[src/rtl/approx_cmp_err_monitor.sv]
// Error monitor for the approximate comparator: registers each sample, compares the
// approximate EQ/GT/LT flags against the exact result, and reports per-window mismatch counts.
module approx_cmp_err_monitor #(
  parameter int W      = 4,
  parameter int CNT_W  = 16,
  parameter int WINDOW = 256
) (
  input  logic             clk,
  input  logic             rst_n,
  input  logic             clr,
  input  logic             in_valid,
  input  logic [W-1:0]     in_a,
  input  logic [W-1:0]     in_b,
  input  logic             in_eq,
  input  logic             in_gt,
  input  logic             in_lt,
  output logic             rpt_valid,
  input  logic             rpt_ready,
  output logic [CNT_W-1:0] rpt_samples,
  output logic [CNT_W-1:0] rpt_eq_err,
  output logic [CNT_W-1:0] rpt_gt_err,
  output logic [CNT_W-1:0] rpt_lt_err,
  output logic [CNT_W-1:0] rpt_any_err,
  output logic             rpt_overrun
);
  localparam logic [CNT_W-1:0] WIN = CNT_W'(WINDOW);

  // flag vectors are ordered {eq, gt, lt}
  logic                  s1_valid_q;
  logic [2:0]            s1_exact_q, s1_approx_q;
  logic [CNT_W-1:0]      acc_samples_q, acc_any_q;
  logic [2:0][CNT_W-1:0] acc_err_q;

  logic [2:0]            mism;
  logic [CNT_W-1:0]      samp_inc, any_inc;
  logic [2:0][CNT_W-1:0] err_inc;
  logic                  close_win, load_rpt;

  logic                  rpt_valid_q, rpt_overrun_q;
  logic [CNT_W-1:0]      rpt_samples_q, rpt_any_q;
  logic [2:0][CNT_W-1:0] rpt_err_q;

  always_ff @(posedge clk or negedge rst_n) begin
    if (!rst_n) begin
      s1_valid_q  <= 1'b0;
      s1_exact_q  <= '0;
      s1_approx_q <= '0;
    end else if (clr) begin
      s1_valid_q  <= 1'b0;
      s1_exact_q  <= '0;
      s1_approx_q <= '0;
    end else begin
      s1_valid_q <= in_valid;
      if (in_valid) begin
        s1_exact_q  <= {in_a == in_b, in_a > in_b, in_a < in_b};
        s1_approx_q <= {in_eq, in_gt, in_lt};
      end
    end
  end

  always_comb begin
    mism      = s1_exact_q ^ s1_approx_q;
    samp_inc  = acc_samples_q + 1'b1;
    any_inc   = acc_any_q + CNT_W'(|mism);
    err_inc   = '0;
    for (int i = 0; i < 3; i++) err_inc[i] = acc_err_q[i] + CNT_W'(mism[i]);
    close_win = s1_valid_q && (samp_inc == WIN);
    load_rpt  = close_win && (!rpt_valid_q || rpt_ready);
  end

  always_ff @(posedge clk or negedge rst_n) begin
    if (!rst_n) begin
      acc_samples_q <= '0;
      acc_any_q     <= '0;
      acc_err_q     <= '0;
    end else if (clr || close_win) begin
      acc_samples_q <= '0;
      acc_any_q     <= '0;
      acc_err_q     <= '0;
    end else if (s1_valid_q) begin
      acc_samples_q <= samp_inc;
      acc_any_q     <= any_inc;
      acc_err_q     <= err_inc;
    end
  end

  // A closing window that cannot be handed off is dropped and flagged; the held report wins.
  always_ff @(posedge clk or negedge rst_n) begin
    if (!rst_n) begin
      rpt_valid_q   <= 1'b0;
      rpt_overrun_q <= 1'b0;
      rpt_samples_q <= '0;
      rpt_any_q     <= '0;
      rpt_err_q     <= '0;
    end else if (clr) begin
      rpt_valid_q   <= 1'b0;
      rpt_overrun_q <= 1'b0;
      rpt_samples_q <= '0;
      rpt_any_q     <= '0;
      rpt_err_q     <= '0;
    end else if (load_rpt) begin
      rpt_valid_q   <= 1'b1;
      rpt_samples_q <= samp_inc;
      rpt_any_q     <= any_inc;
      rpt_err_q     <= err_inc;
    end else if (close_win) begin
      rpt_overrun_q <= 1'b1;
    end else if (rpt_valid_q && rpt_ready) begin
      rpt_valid_q   <= 1'b0;
    end
  end

  assign rpt_valid   = rpt_valid_q;
  assign rpt_overrun = rpt_overrun_q;
  assign rpt_samples = rpt_samples_q;
  assign rpt_eq_err  = rpt_err_q[2];
  assign rpt_gt_err  = rpt_err_q[1];
  assign rpt_lt_err  = rpt_err_q[0];
  assign rpt_any_err = rpt_any_q;

endmodule

[config.mk]
export PLATFORM = sky130hd
export DESIGN_NAME = approx_cmp_err_monitor
export DESIGN_NICKNAME = d
export VERILOG_FILES = /design/src/rtl/approx_cmp_err_monitor.sv
export SDC_FILE = /design/constraint.sdc
export NUM_CORES = 1
export LEC_CHECK = 0
export CORE_MARGIN = 2
export CORE_UTILIZATION = 60
export CTS_BUF_LIST = sky130_fd_sc_hd__clkbuf_8
export DETAILED_ROUTE_END_ITERATION = 16
export GPL_ROUTABILITY_DRIVEN = 0
export GPL_TIMING_DRIVEN = 1
export PLACE_DENSITY_LB_ADDON = 0.08
export SKIP_LAST_GASP = 1
export SYNTH_ARGS = -nofsm -noshare
export SYNTH_HDL_FRONTEND = slang
export SYNTH_SLANG_ARGS = --single-unit
[constraint.sdc]
create_clock -name clk -period 5.03 [get_ports clk]
set_clock_uncertainty 0.05 [all_clocks]
set_input_delay 0.7545 -clock clk [delete_from_list [all_inputs] [get_ports clk]]
set_output_delay 0.7545 -clock clk [all_outputs]
set_load 0.005 [all_outputs]
Word level (Yosys, flattened, before mapping):

Index checks and enable logic that the tools add are counted.

* bits in registers: 169
* bits in latches: 0
* RAM bits: 0
* memory bits (read-only): 0
* bits of input ports: 16
* memories: 0

* add/subtract/negate cells: 5
* $mul: 0
* div/mod/pow operators: 0
* magnitude comparators: 2
* equal/unequal tests: 4
* shifts and indexed selects: 0
* multiplexer cells: 24
* bitwise operators: 1
* reductions and logical operators: 14

Operators by type and width (number)
* $mux W48: 4
* $mux W16: 8
* $add A16 B1 Y16: 4
* $add A16 B1 Y16 const B: 1
* $eq A16 B9 Y1 const B: 1
* $mux W3: 4
* $mux W1: 8
* $reduce_bool A2 Y1: 4
* $eq A4 B4 Y1: 1
* $gt A4 B4 Y1: 1
* $lt A4 B4 Y1: 1
* $reduce_and A2 Y1: 2
* $logic_and A1 B1 Y1: 3
* $ne A3 B2 Y1 const B: 1
* $reduce_bool A3 Y1: 1
* $reduce_or A3 Y1: 1
* $xor A3 B3 Y3: 1
* $logic_or A1 B1 Y1: 2
* $ne A2 B2 Y1 const B: 1
* $logic_not A1 Y1: 1

Longest topological paths before layout:

Gate-level depths: netlist of the first run.

* depth after elaboration: 6
* mapped depth: 10
* depth with buffers taken out: 10

Worst setup path after synthesis of the first run:

Ideal clock, no wire load.

* path kind: flip-flop to flip-flop
* start point: reg acc_samples_q[6]
* end point: reg rpt_any_q[10], in the netlist rpt_any_err[10]
* library setup time: 125 ps
* data arrival time: 2209 ps
* data required time: 4855 ps
* setup slack: 2646 ps
* cell stages (with the launch flop): 9
* path buffers: 2
* period minus slack after synthesis: 2384 ps
* cells stage by stage: dfrtp_1 > or4_1 > nor2_1 > o211ai_1 > nor4_1 > nand4_1 > buf_4 > buf_6 > mux2_4

* longest elaborated chain between the ends: 5

RTL lines
* start: declaration: line 31 `logic [CNT_W-1:0] acc_samples_q, acc_any_q;`
* start signal: assignment: line 81 `acc_samples_q <= samp_inc;`
* $add A16 B1 Y16: line 63 `samp_inc = acc_samples_q + 1'b1;`
* $eq A16 B9 Y1: line 67 `close_win = s1_valid_q && (samp_inc == WIN);`
* $logic_and A1 B1 Y1: line 67
* $logic_and A1 B1 Y1: line 68 `load_rpt = close_win && (!rpt_valid_q || rpt_ready);`
* $reduce_bool A2 Y1 (no line)
* end signal: assignment: line 104 `rpt_any_q <= any_inc;`
* end: declaration: line 40 `logic [CNT_W-1:0] rpt_samples_q, rpt_any_q;`

Every way passes these cells.
A chain may end at the register's enable or synchronous reset.

Worst setup path in the final report of the first run:

* start point: reg acc_samples_q[9]
* end point: reg acc_err_q[11] in the netlist's numbering

* longest elaborated chain between the ends: 5
* elaborated cells between the ends (all ways): 6

RTL lines
* $add A16 B1 Y16 (*): line 63
* $eq A16 B9 Y1 (*): line 67
* $logic_and A1 B1 Y1 (*): line 67
* $logic_or A1 B1 Y1 (*): line 76 `end else if (clr || close_win) begin`
* $mux W48 / $reduce_bool A2 Y1 (equally long branches)
* end signal: assignment: line 83 `acc_err_q <= err_inc;`
* end: declaration: line 32 `logic [2:0][CNT_W-1:0] acc_err_q;`

Every way passes the cells marked *; elsewhere a longest branch is shown, timed or not.

==> flow_summary.json, run 1 <==
{
  "drv_slew": 0,
  "ys_seq_area_frac": 0.467,
  "fin_nets": 1012,
  "hold_viol": 0,
  "critPathArrivalTime_ns": 3.60,
  "wl_um": 18700,
  "die_area_um2": 16100,
  "worstReg2RegEnd": "acc_err_q[11]$_DFFE_PN0P_",
  "use_met1": 0.320,
  "syn2layout_area_growth_pct": 16.1,
  "setup_slack_ns": 1.73,
  "num-fill-cells": 1076,
  "slew_headroom": 0.382,
  "ctsResizeCount": 0,
  "reg2reg_depth": 7,
  "max_freq_ghz": 0.303,
  "die_w_um": 127,
  "hold_path_class": "input pin to async pin",
  "drive_gt1_frac": 0.0975,
  "startpoint_type": "flop",
  "synth_edf_count": 0,
  "yosysWarnings": 0,
  "htreeDepth": 4,
  "io_pins": 98,
  "route.detailed.drc": 0,
  "synth_cell_types": 44,
  "hpwl_um": 12400,
  "avgRoutedWirePerCell_um": 15.9,
  "async_flop_share": 1.00,
  "r2r_slack_ns": 1.73,
  "via_per_inst": 5.60,
  "numCtsBuffers": 17,
  "crit_path_top_delay_cell": "a21o_2",
  "ir_drop_mv": 0.164,
  "grt_max_degree": 95,
  "maxCapViolCount": 0,
  "cp_data_required_time_ns": 5.33,
  "p_per_area_nw_per_um2": 248,
  "final_common_cell": "dfrtp_1",
  "path_class": "flop to flop",
  "fp-row-count": 44,
  "antenna_found_initial": 0,
  "clock_sinks": 169,
  "hold_buffers": 0,
  "grt_busiest_layer": "met2",
  "grtUsageTotal": 0.242,
  "clk_pin_slew_ns": 0.08,
  "post-place-ws_ns": 1.76,
  "fin_util": 0.718,
  "synth-seq-cells": 169,
  "first_global_vias": 6593,
  "p_total_mw": 2.61,
  "clk_latency_ns": 0.47,
  "antenna_cells": 0,
  "clock-root-buffer": "clkbuf_8",
  "drtIter0Drc": 559,
  "post_cts_buffers": 0,
  "crit_start": "acc_samples_q[9]$_DFFE_PN0P_",
  "endpoint_kind": "flop",
  "overflow": 0,
  "syn-cell-area_um2": 9060,
  "grt_pass1_wl_um": 31600,
  "critPathMaxFanout": 47,
  "use_met2": 0.403,
  "p_leak_nw": 4.70,
  "grt_setup_unrepaired": "no",
  "port_buffers": 97,
  "syn_nets": 948,
  "netlist_instances": 919,
  "antenna_left": 0,
  "max_stage_delay_ns": 0.82,
  "finalSetupTns_ns": 0,
  "clock_path_buffers": 2,
  "tightestPinTransition_ns": 0.927,
  "coreArea_um2": 14600,
  "initial_core_util": 0.619,
  "ys.flop_type": "dfrtp_1",
  "die_y_um": 127,
  "path_cells": "or3b_1 > a2111oi_0 > a21oi_1 > a211oi_1 > a21o_2 > buf_4 > nor2_1",
  "cts_tree": "yes",
  "r2r_start": "acc_samples_q[9]$_DFFE_PN0P_",
  "dr.pass1.iters": 5,
  "holdWs_ns": 0.270,
  "setup_violations": 0,
  "status": "complete, no violations",
  "final_cell_mix": "168 x dfrtp_1, 153 x nor2_1, 95 x clkdlybuf4s50_1, 72 x xor2_1, 55 x nor2b_1",
  "vias": 6606,
  "finalCriticalPeriod_ns": 3.30,
  "post-route-period-util": 0.656,
  "avgSynthCellArea_um2": 9.86,
  "grt.met3_usage": 0.0430
}
## worst max-delay path by stage
stage | endpoint | depth (start not counted)
after floorplan | rpt_any_err[10]$_DFFE_PN0P_ | 8
after detailed placement | acc_err_q[3]$_DFFE_PN0P_ | 7
after CTS | acc_err_q[11]$_DFFE_PN0P_ | 7
after global placement | acc_err_q[29]$_DFFE_PN0P_ | 7
final | acc_err_q[11]$_DFFE_PN0P_ | 7
after global routing | acc_err_q[26]$_DFFE_PN0P_ | 7
## cells by family after synthesis
kind of cell               count (synthesis)  synth area share
DFF                                      169             0.467
buffers and inverters                     72            0.0341
and+or+nand+nor                          426             0.236
muxes                                     81             0.103
adders and majority gates                 13            0.0180
AOI/OAI and AO/OA                         36            0.0243
xor gates and xnor gates                 122             0.118
## cell usage after synthesis, drive strengths merged, types with 2 or more instances
library cell,n,area [um^2]
nand2b,29,181
nor3,12,60.1
nor2b,55,344
or3,10,62.6
inv,12,45.0
nand4,27,169
clkbuf,36,135
xnor2,50,438
dfrtp,169,4230
mux2,52,642
mux2i,29,290
a21oi,14,70.1
a2111oi,2,23.8
buf,24,129
and4,8,70.1
nor3b,15,113
xor2,72,631
and2,3,18.8
nand3,36,180
o21ai,10,50.0
and3,19,119
nand2,52,195
nor4,4,25.0
nor2,153,574
ha,13,163
## state kept, by name (all words and copies together) (netlist names), 16 cells and up
name	flops
rpt_lt_err	16
rpt_gt_err	16
rpt_eq_err	16
acc_any_q	16
rpt_samples	16
acc_err_q	48
rpt_any_err	16
acc_samples_q	16
## power breakdown
part / switching (mW) / leakage [nW] / internal, mW
Combinational: 0.0874 / 2.12 / 0.0361
Sequential: 0.00534 / 2.35 / 1.36
Clock: 0.504 / 0.224 / 0.613
## stage by stage
step,area [um^2],instances
floorplan,9060,919
global placement,10100,1148
detailed placement,10100,1148
CTS,10500,1179
global route,10500,1179
finish,10500,1179
## layer usage
| layer | routed length [um] | share of wire |
|---|---|---|
| met3 | 722 | 0.039 |
| met1 | 8340 | 0.45 |
| met2 | 9260 | 0.50 |
| met5 | 0 | 0 |
| met4 | 372 | 0.020 |
## cell type report
type / instances / area (um^2) / area share
Clock inverter: 12 / 196 / 0.0187
Tap cell: 184 / 230 / 0.0219
Inverter: 12 / 45.0 / 0.00428
Clock buffer: 19 / 262 / 0.0249
Timing Repair Buffer: 105 / 1030 / 0.0979
Multi-Input combinational cell: 678 / 4520 / 0.430
Sequential cell: 169 / 4230 / 0.402
## critical path, delay by kind of cell (launching register included)
| kind | cells | cell delay (ns) |
|---|---|---|
| AO/OA/AOI/OAI | 4 | 1.72 |
| flip-flops | 1 | 0.50 |
| AND/OR/NAND/NOR | 2 | 0.46 |
| buffers and inverters | 1 | 0.42 |
Note: power is estimated with default switching activity, not from simulation.
==> run 2, diff against run 1 <==
CORE_UTILIZATION = 53   (was 60)
clock period = 2.8 ns   (was 5.03 ns; I/O delays follow)
==> run 2 against run 1 <==
Sequential power increased by 80%. Fmax is 27% higher. Design area is 1.7% higher. Critical path type unchanged. Via count decreased by 3.2%. Critical path depth stayed put.
==> flow_summary.json, run 2 (synthesis results as in run 1) <==
{
  "path_class": "flop to flop",
  "p_leak_nw": 4.78,
  "worstReg2RegEnd": "rpt_lt_err[13]$_DFFE_PN0P_",
  "clock_sinks": 169,
  "grt_max_degree": 61,
  "endpoint_kind": "flop",
  "status": "complete, no violations",
  "cp_data_required_time_ns": 3.09,
  "vias": 6395,
  "min_delay_path_depth": 2,
  "maxCapViolCount": 0,
  "die_y_um": 135,
  "clock-root-buffer": "clkbuf_8",
  "postPlaceCellArea_um2": 10300,
  "p_int_mw": 3.41,
  "ir_drop_mv": 0.318,
  "finalCriticalPeriod_ns": 2.59,
  "avgRoutedWirePerCell_um": 14.4,
  "hpwl_um": 11900,
  "hold_path_class": "input pin to flop",
  "holdWs_ns": 0.382,
  "final_common_cell": "dfrtp_1",
  "critPathMaxFanout": 26,
  "tightestPinTransition_ns": 0.521,
  "p_sw_frac": 0.234,
  "fin_util": 0.643,
  "route.detailed.drc": 0,
  "dr.pass1.iters": 4,
  "grt_setup_unrepaired": "no",
  "r2r_start": "acc_samples_q[6]$_DFFE_PN0P_",
  "syn2layout_area_growth_pct": 18.1,
  "antenna_found_initial": 0,
  "cts_tree": "yes",
  "ff_latch_area_um2": 4230,
  "p_sw_mw": 1.04,
  "finalSetupTns_ns": 0,
  "overflow": 0,
  "clk_pin_slew_ns": 0.08,
  "num-fill-cells": 1464,
  "min_to": "s1_approx_q[0]$_DFFE_PN0P_",
  "slew_headroom": 0.653,
  "port_buffers": 97,
  "combPwrFrac": 0.053,
  "clock_path_buffers": 2,
  "layout.cells.non_filler": 1231,
  "htreeDepth": 4,
  "drv_slew": 0,
  "design_area_um2": 10700,
  "hold_viol": 0,
  "io_pins": 98,
  "p_seq_frac": 0.552,
  "reg2reg_depth": 7,
  "initial_core_util": 0.544,
  "post_cts_buffers": 0,
  "p_per_area_nw_per_um2": 417,
  "die_w_um": 135,
  "r2r_slack_ns": 0.21,
  "first_global_vias": 6416,
  "fp-row-count": 47,
  "regMostFlops": "acc_err_q",
  "coreArea_um2": 16600,
  "setup_slack_ns": 0.206,
  "drtIter0Drc": 346,
  "final_cell_mix": "168 x dfrtp_1, 153 x nor2_1, 95 x clkdlybuf4s50_1, 72 x xor2_1, 55 x nor2b_1",
  "grtUsageTotal": 0.210,
  "clkPwrFrac": 0.395,
  "largest_reg_flops": 48,
  "clk_latency_ns": 0.45,
  "setup_violations": 0,
  "place_inst": 1198,
  "post-route-period-util": 0.926,
  "drive_gt1_frac": 0.111,
  "critPathArrivalTime_ns": 2.88,
  "die_area_um2": 18200,
  "via_per_inst": 5.19,
  "wl_um": 17700,
  "hp-start": "clr",
  "antenna_left": 0,
  "antenna_cells": 0,
  "numCtsBuffers": 17,
  "multi_input_area_um2": 4520,
  "max_freq_ghz": 0.386,
  "post-place-ws_ns": 0.200,
  "fin_nets": 1027,
  "startpoint_type": "flop",
  "grt_pass1_wl_um": 30800,
  "p_total_mw": 4.46
}
-- run 2: cell types whose count changed in the layout (fill, tap and decap cells not counted) --
| cell | previous run | this run |
|---|---|---|
| inv_6 | 1 | 0 |
| a2111oi_1 | 0 | 1 |
| clkinv_4 | 0 | 2 |
| a2111oi_0 | 1 | 0 |
| buf_12 | 0 | 5 |
| dlygate4sd3_1 | 0 | 1 |
| bufinv_16 | 5 | 2 |
| clkinv_2 | 3 | 4 |
| buf_4 | 9 | 17 |
| buf_6 | 1 | 2 |
| clkbuf_8 | 19 | 21 |
-- run 2: timing repair --
item                       CTS  global route
resized for setup            0             2
setup endpoints to repair    0            21
hold buffers                 1             0
hold endpoints to repair    49             0
-- run 2: power groups by stage --
stage	sequential, mW	clock (mW)	combinational, mW
floorplan	2.51	0	0.120
global placement	2.51	0	0.240
detailed placement	2.51	0	0.242
CTS	2.46	1.81	0.243
global route	2.46	1.93	0.266
finish	2.46	1.76	0.235
-- run 2: worst max-delay path, stage by stage (launching register included) --
cell,delay [ns]
dfrtp_1,0.44
or4_1,0.53
nor2_1,0.10
o211ai_1,0.14
nor4_1,0.32
nand4_1,0.27
buf_6,0.28
mux2_4,0.32
-- run 2: layout make-up --
| class | instances | share of cell area |
|---|---|---|
| clock buffers | 21 | 0.0270 |
| well taps | 220 | 0.0257 |
| repair buffers | 120 | 0.113 |
| multi-input cells | 678 | 0.423 |
| inverters | 12 | 0.00421 |
| flip-flops and latches | 169 | 0.396 |
| clock inverters | 11 | 0.0112 |
-- run 2: routing by layer --
| metal | GRT usage | routed length (um) |
|---|---|---|
| met1 | 0.289 | 8670 |
| met4 | 0.0713 | 299 |
| met3 | 0.0405 | 563 |
| met2 | 0.334 | 8130 |
| met5 | 0 | 0 |
-- run 2: how the worst max path moves through the flow --
stage | from | end | slack, ns
5_1_grt | acc_samples_q[10]$_DFFE_PN0P_ | rpt_lt_err[13]$_DFFE_PN0P_ | 0.05
4_1_cts | acc_samples_q[6]$_DFFE_PN0P_ | rpt_any_err[10]$_DFFE_PN0P_ | 0.16
2_1_floorplan | acc_samples_q[6]$_DFFE_PN0P_ | rpt_any_err[10]$_DFFE_PN0P_ | 0.42
3_5_place_dp | acc_samples_q[6]$_DFFE_PN0P_ | rpt_any_err[3]$_DFFE_PN0P_ | 0.20
6_report | acc_samples_q[6]$_DFFE_PN0P_ | rpt_lt_err[13]$_DFFE_PN0P_ | 0.21
3_3_place_gp | acc_samples_q[6]$_DFFE_PN0P_ | rpt_lt_err[12]$_DFFE_PN0P_ | 0.24
==> run 3, diff against run 2 <==
ABC_AREA = 1   (was unset)
==> run 3 against run 2 <==
Fmax increased by 9.0%. Flip-flop and latch count is the same. Combinational power rose by 20%. Die area fell by 2.9%. Via count up 18%. Sequential power barely moved. Design area down 2.6%. Core utilization fell by 0.75 points. Critical endpoint is now rpt_samples[4]$_DFFE_PN0P_. Largest cell class is now flip-flops and latches. Highest routed layer unchanged.
==> flow_summary.json, run 3 <==
{
  "design_area_um2": 10400,
  "ir_drop_mv": 0.310,
  "fp-row-count": 47,
  "slew_headroom": 0.569,
  "wl_um": 20200,
  "path_class": "flop to flop",
  "syn_nets": 1140,
  "post_cts_buffers": 0,
  "clock_sinks": 169,
  "largest_reg_flops": 48,
  "die_area_um2": 17600,
  "yosysWarnings": 0,
  "syn-cell-area_um2": 8790,
  "avgRoutedWirePerCell_um": 14.2,
  "final_common_cell": "nand2_1",
  "yosysMostFrequentCell": "nand2_1",
  "initial_core_util": 0.536,
  "via_per_inst": 5.32,
  "die_w_um": 133,
  "fin_nets": 1215,
  "synth_adder_area_share": 0.0185,
  "clock-root-buffer": "clkbuf_8",
  "clock_path_buffers": 2,
  "postPlaceCellArea_um2": 9970,
  "coreArea_um2": 16400,
  "async_flop_share": 1.00,
  "synth_xor_area_frac": 0.0578,
  "synth_compound_area_frac": 0.0496,
  "ys.flop_type": "dfrtp_1",
  "route.detailed.drc": 0,
  "synth-seq-cells": 169,
  "clk_pin_slew_ns": 0.09,
  "synthMuxAreaShare": 0,
  "vias": 7555,
  "cts_tree": "yes",
  "synth_edf_count": 0,
  "synth_top_family_by_area": "simple AND/OR/NAND/NOR gates",
  "critPathArrivalTime_ns": 2.67,
  "drv_slew": 0,
  "setup_violations": 0,
  "regMostFlops": "acc_err_q",
  "synth_top_area_cell": "dfrtp_1",
  "numCtsBuffers": 17,
  "layout.cells.non_filler": 1419,
  "status": "complete, no violations",
  "synthTopCellsByCount": "301 x nand2_1, 169 x dfrtp_1, 115 x nand3_1",
  "hold_viol": 0,
  "netlist_instances": 1111,
  "ys_seq_area_frac": 0.481,
  "hpwl_um": 13300,
  "io_pins": 98,
  "antenna_cells": 0,
  "grtUsageTotal": 0.240,
  "place_inst": 1386,
  "synth_cell_types": 29,
  "first_global_vias": 7108,
  "overflow": 0,
  "cp_data_required_time_ns": 3.10,
  "grt_setup_unrepaired": "no",
  "hold_path_class": "input pin to async pin",
  "dr.pass1.iters": 5,
  "avgSynthCellArea_um2": 7.91,
  "htreeDepth": 4,
  "max_freq_ghz": 0.420,
  "post-route-period-util": 0.850,
  "drtIter0Drc": 490,
  "p_leak_nw": 5.10,
  "final_cell_mix": "301 x nand2_1, 168 x dfrtp_1, 115 x nand3_1, 113 x inv_1, 96 x clkdlybuf4s50_1",
  "endpoint_kind": "flop",
  "drive_gt1_frac": 0.0592,
  "clk_latency_ns": 0.48,
  "startpoint_type": "flop",
  "antenna_left": 0,
  "finalCriticalPeriod_ns": 2.38,
  "finalSetupTns_ns": 0,
  "synthTopCellsByArea": "dfrtp_1 48%, nand2_1 13%, nand3_1 6.5%, nand4_1 5.9%, inv_1 4.9%",
  "die_y_um": 133,
  "netlist.area_leader.share": 0.481,
  "syn2layout_area_growth_pct": 18.6,
  "synthSimpleGateAreaFrac": 0.310,
  "maxCapViolCount": 0,
  "antenna_found_initial": 0,
  "critPathMaxFanout": 13,
  "port_buffers": 97,
  "grt_pass1_wl_um": 34600,
  "p_per_area_nw_per_um2": 451,
  "grt_max_degree": 59,
  "tightestPinTransition_ns": 0.644
}
[run 3: cell types whose count changed in the layout (fill, tap and decap cells not counted), sizes merged, moves of 40 or more]
cell	change
nand4	+56
nor2	-61
mux2	-52
xnor2	-40
nor2b	-55
inv	+106
nand2	+250
nand3	+82
a21oi	+47
[run 3: final cells by class]
cell class	count	area, um^2
Timing Repair Buffer	117	1200
Sequential cell	169	4230
Clock buffer	18	248
Multi-Input combinational cell	765	3830
Fill cell	1476	5990
Tap cell	220	275
Inverter	116	438
Clock inverter	14	195
[run 3: what timing repair did]
action,4_1_cts,5_1_grt
hold endpoints to repair,54,0
resized for setup,0,0
setup endpoints to repair,0,0
hold buffers,1,0
[run 3: path summary, 6_finish.rpt]
path / from / to / slack, ns / cells past startpoint
worst max-delay path: acc_samples_q[0]$_DFFE_PN0P_ / rpt_samples[4]$_DFFE_PN0P_ / 0.42 / 12
worst max register to register: acc_samples_q[0]$_DFFE_PN0P_ / rpt_samples[4]$_DFFE_PN0P_ / 0.42 / 12
worst min-delay path: rst_n / rpt_samples[11]$_DFFE_PN0P_ / 0.42 / 2
min in group clk: in_gt / s1_approx_q[1]$_DFFE_PN0P_ / 0.44 / 3
worst min register to register: rpt_samples[12]$_DFFE_PN0P_ / rpt_samples[12]$_DFFE_PN0P_ / 0.45 / 2
max in group asynchronous: rst_n / rpt_samples[3]$_DFFE_PN0P_ / 1.50 / 3
[run 3: logic make-up (layout without fill, tap and decap cells)]
group | Yosys count | after routing
and+or+nand+nor | 610 | 610
buffers and inverters | 177 | 265
DFF | 169 | 169
AOI/OAI and AO/OA | 84 | 84
xor gates and xnor gates | 58 | 58
adders and majority gates | 13 | 13
[run 3: metrics by stage]
step / util / hold slack (ns) / setup slack [ns] / power (mW)
4_1_cts: 0.635 / 0.419 / 0.435 / 4.73
5_1_grt: 0.635 / 0.427 / 0.173 / 4.88
2_1_floorplan: - / 0.0744 / 0.824 / 2.67
6_report: 0.635 / 0.423 / 0.421 / 4.69
3_3_place_gp: 0.607 / 0.376 / 0.560 / 2.80
3_5_place_dp: 0.607 / 0.382 / 0.457 / 2.81
[run 3: report_power, final]
group	leakage, nW	internal, mW	switching (mW)	total (mW)
Clock	0.212	0.998	0.937	1.94
Combinational	2.54	0.0829	0.200	0.282
Sequential	2.35	2.46	0.0188	2.48
Total	5.10	3.54	1.16	4.69
[run 3: critical path, stage by stage (launching register included)]
cell     delay [ns]
dfrtp_1        0.41
ha_1           0.22
nand2_1        0.11
nor2_2         0.20
nand2_1        0.10
nand2_1        0.08
nand2_1        0.06
nor2_1         0.17
nand2_1        0.09
nor2_1         0.16
nand3_2        0.12
nand2_1        0.38
nor2_1         0.10
[run 3: layer usage]
metal,global-route usage,vias to the layer above,part of all wire
met1,0.349,3606,0.49
met5,0,-,0
met3,0.0425,19,0.040
met2,0.368,168,0.45
li1,-,3762,-
met4,0.0723,0,0.013
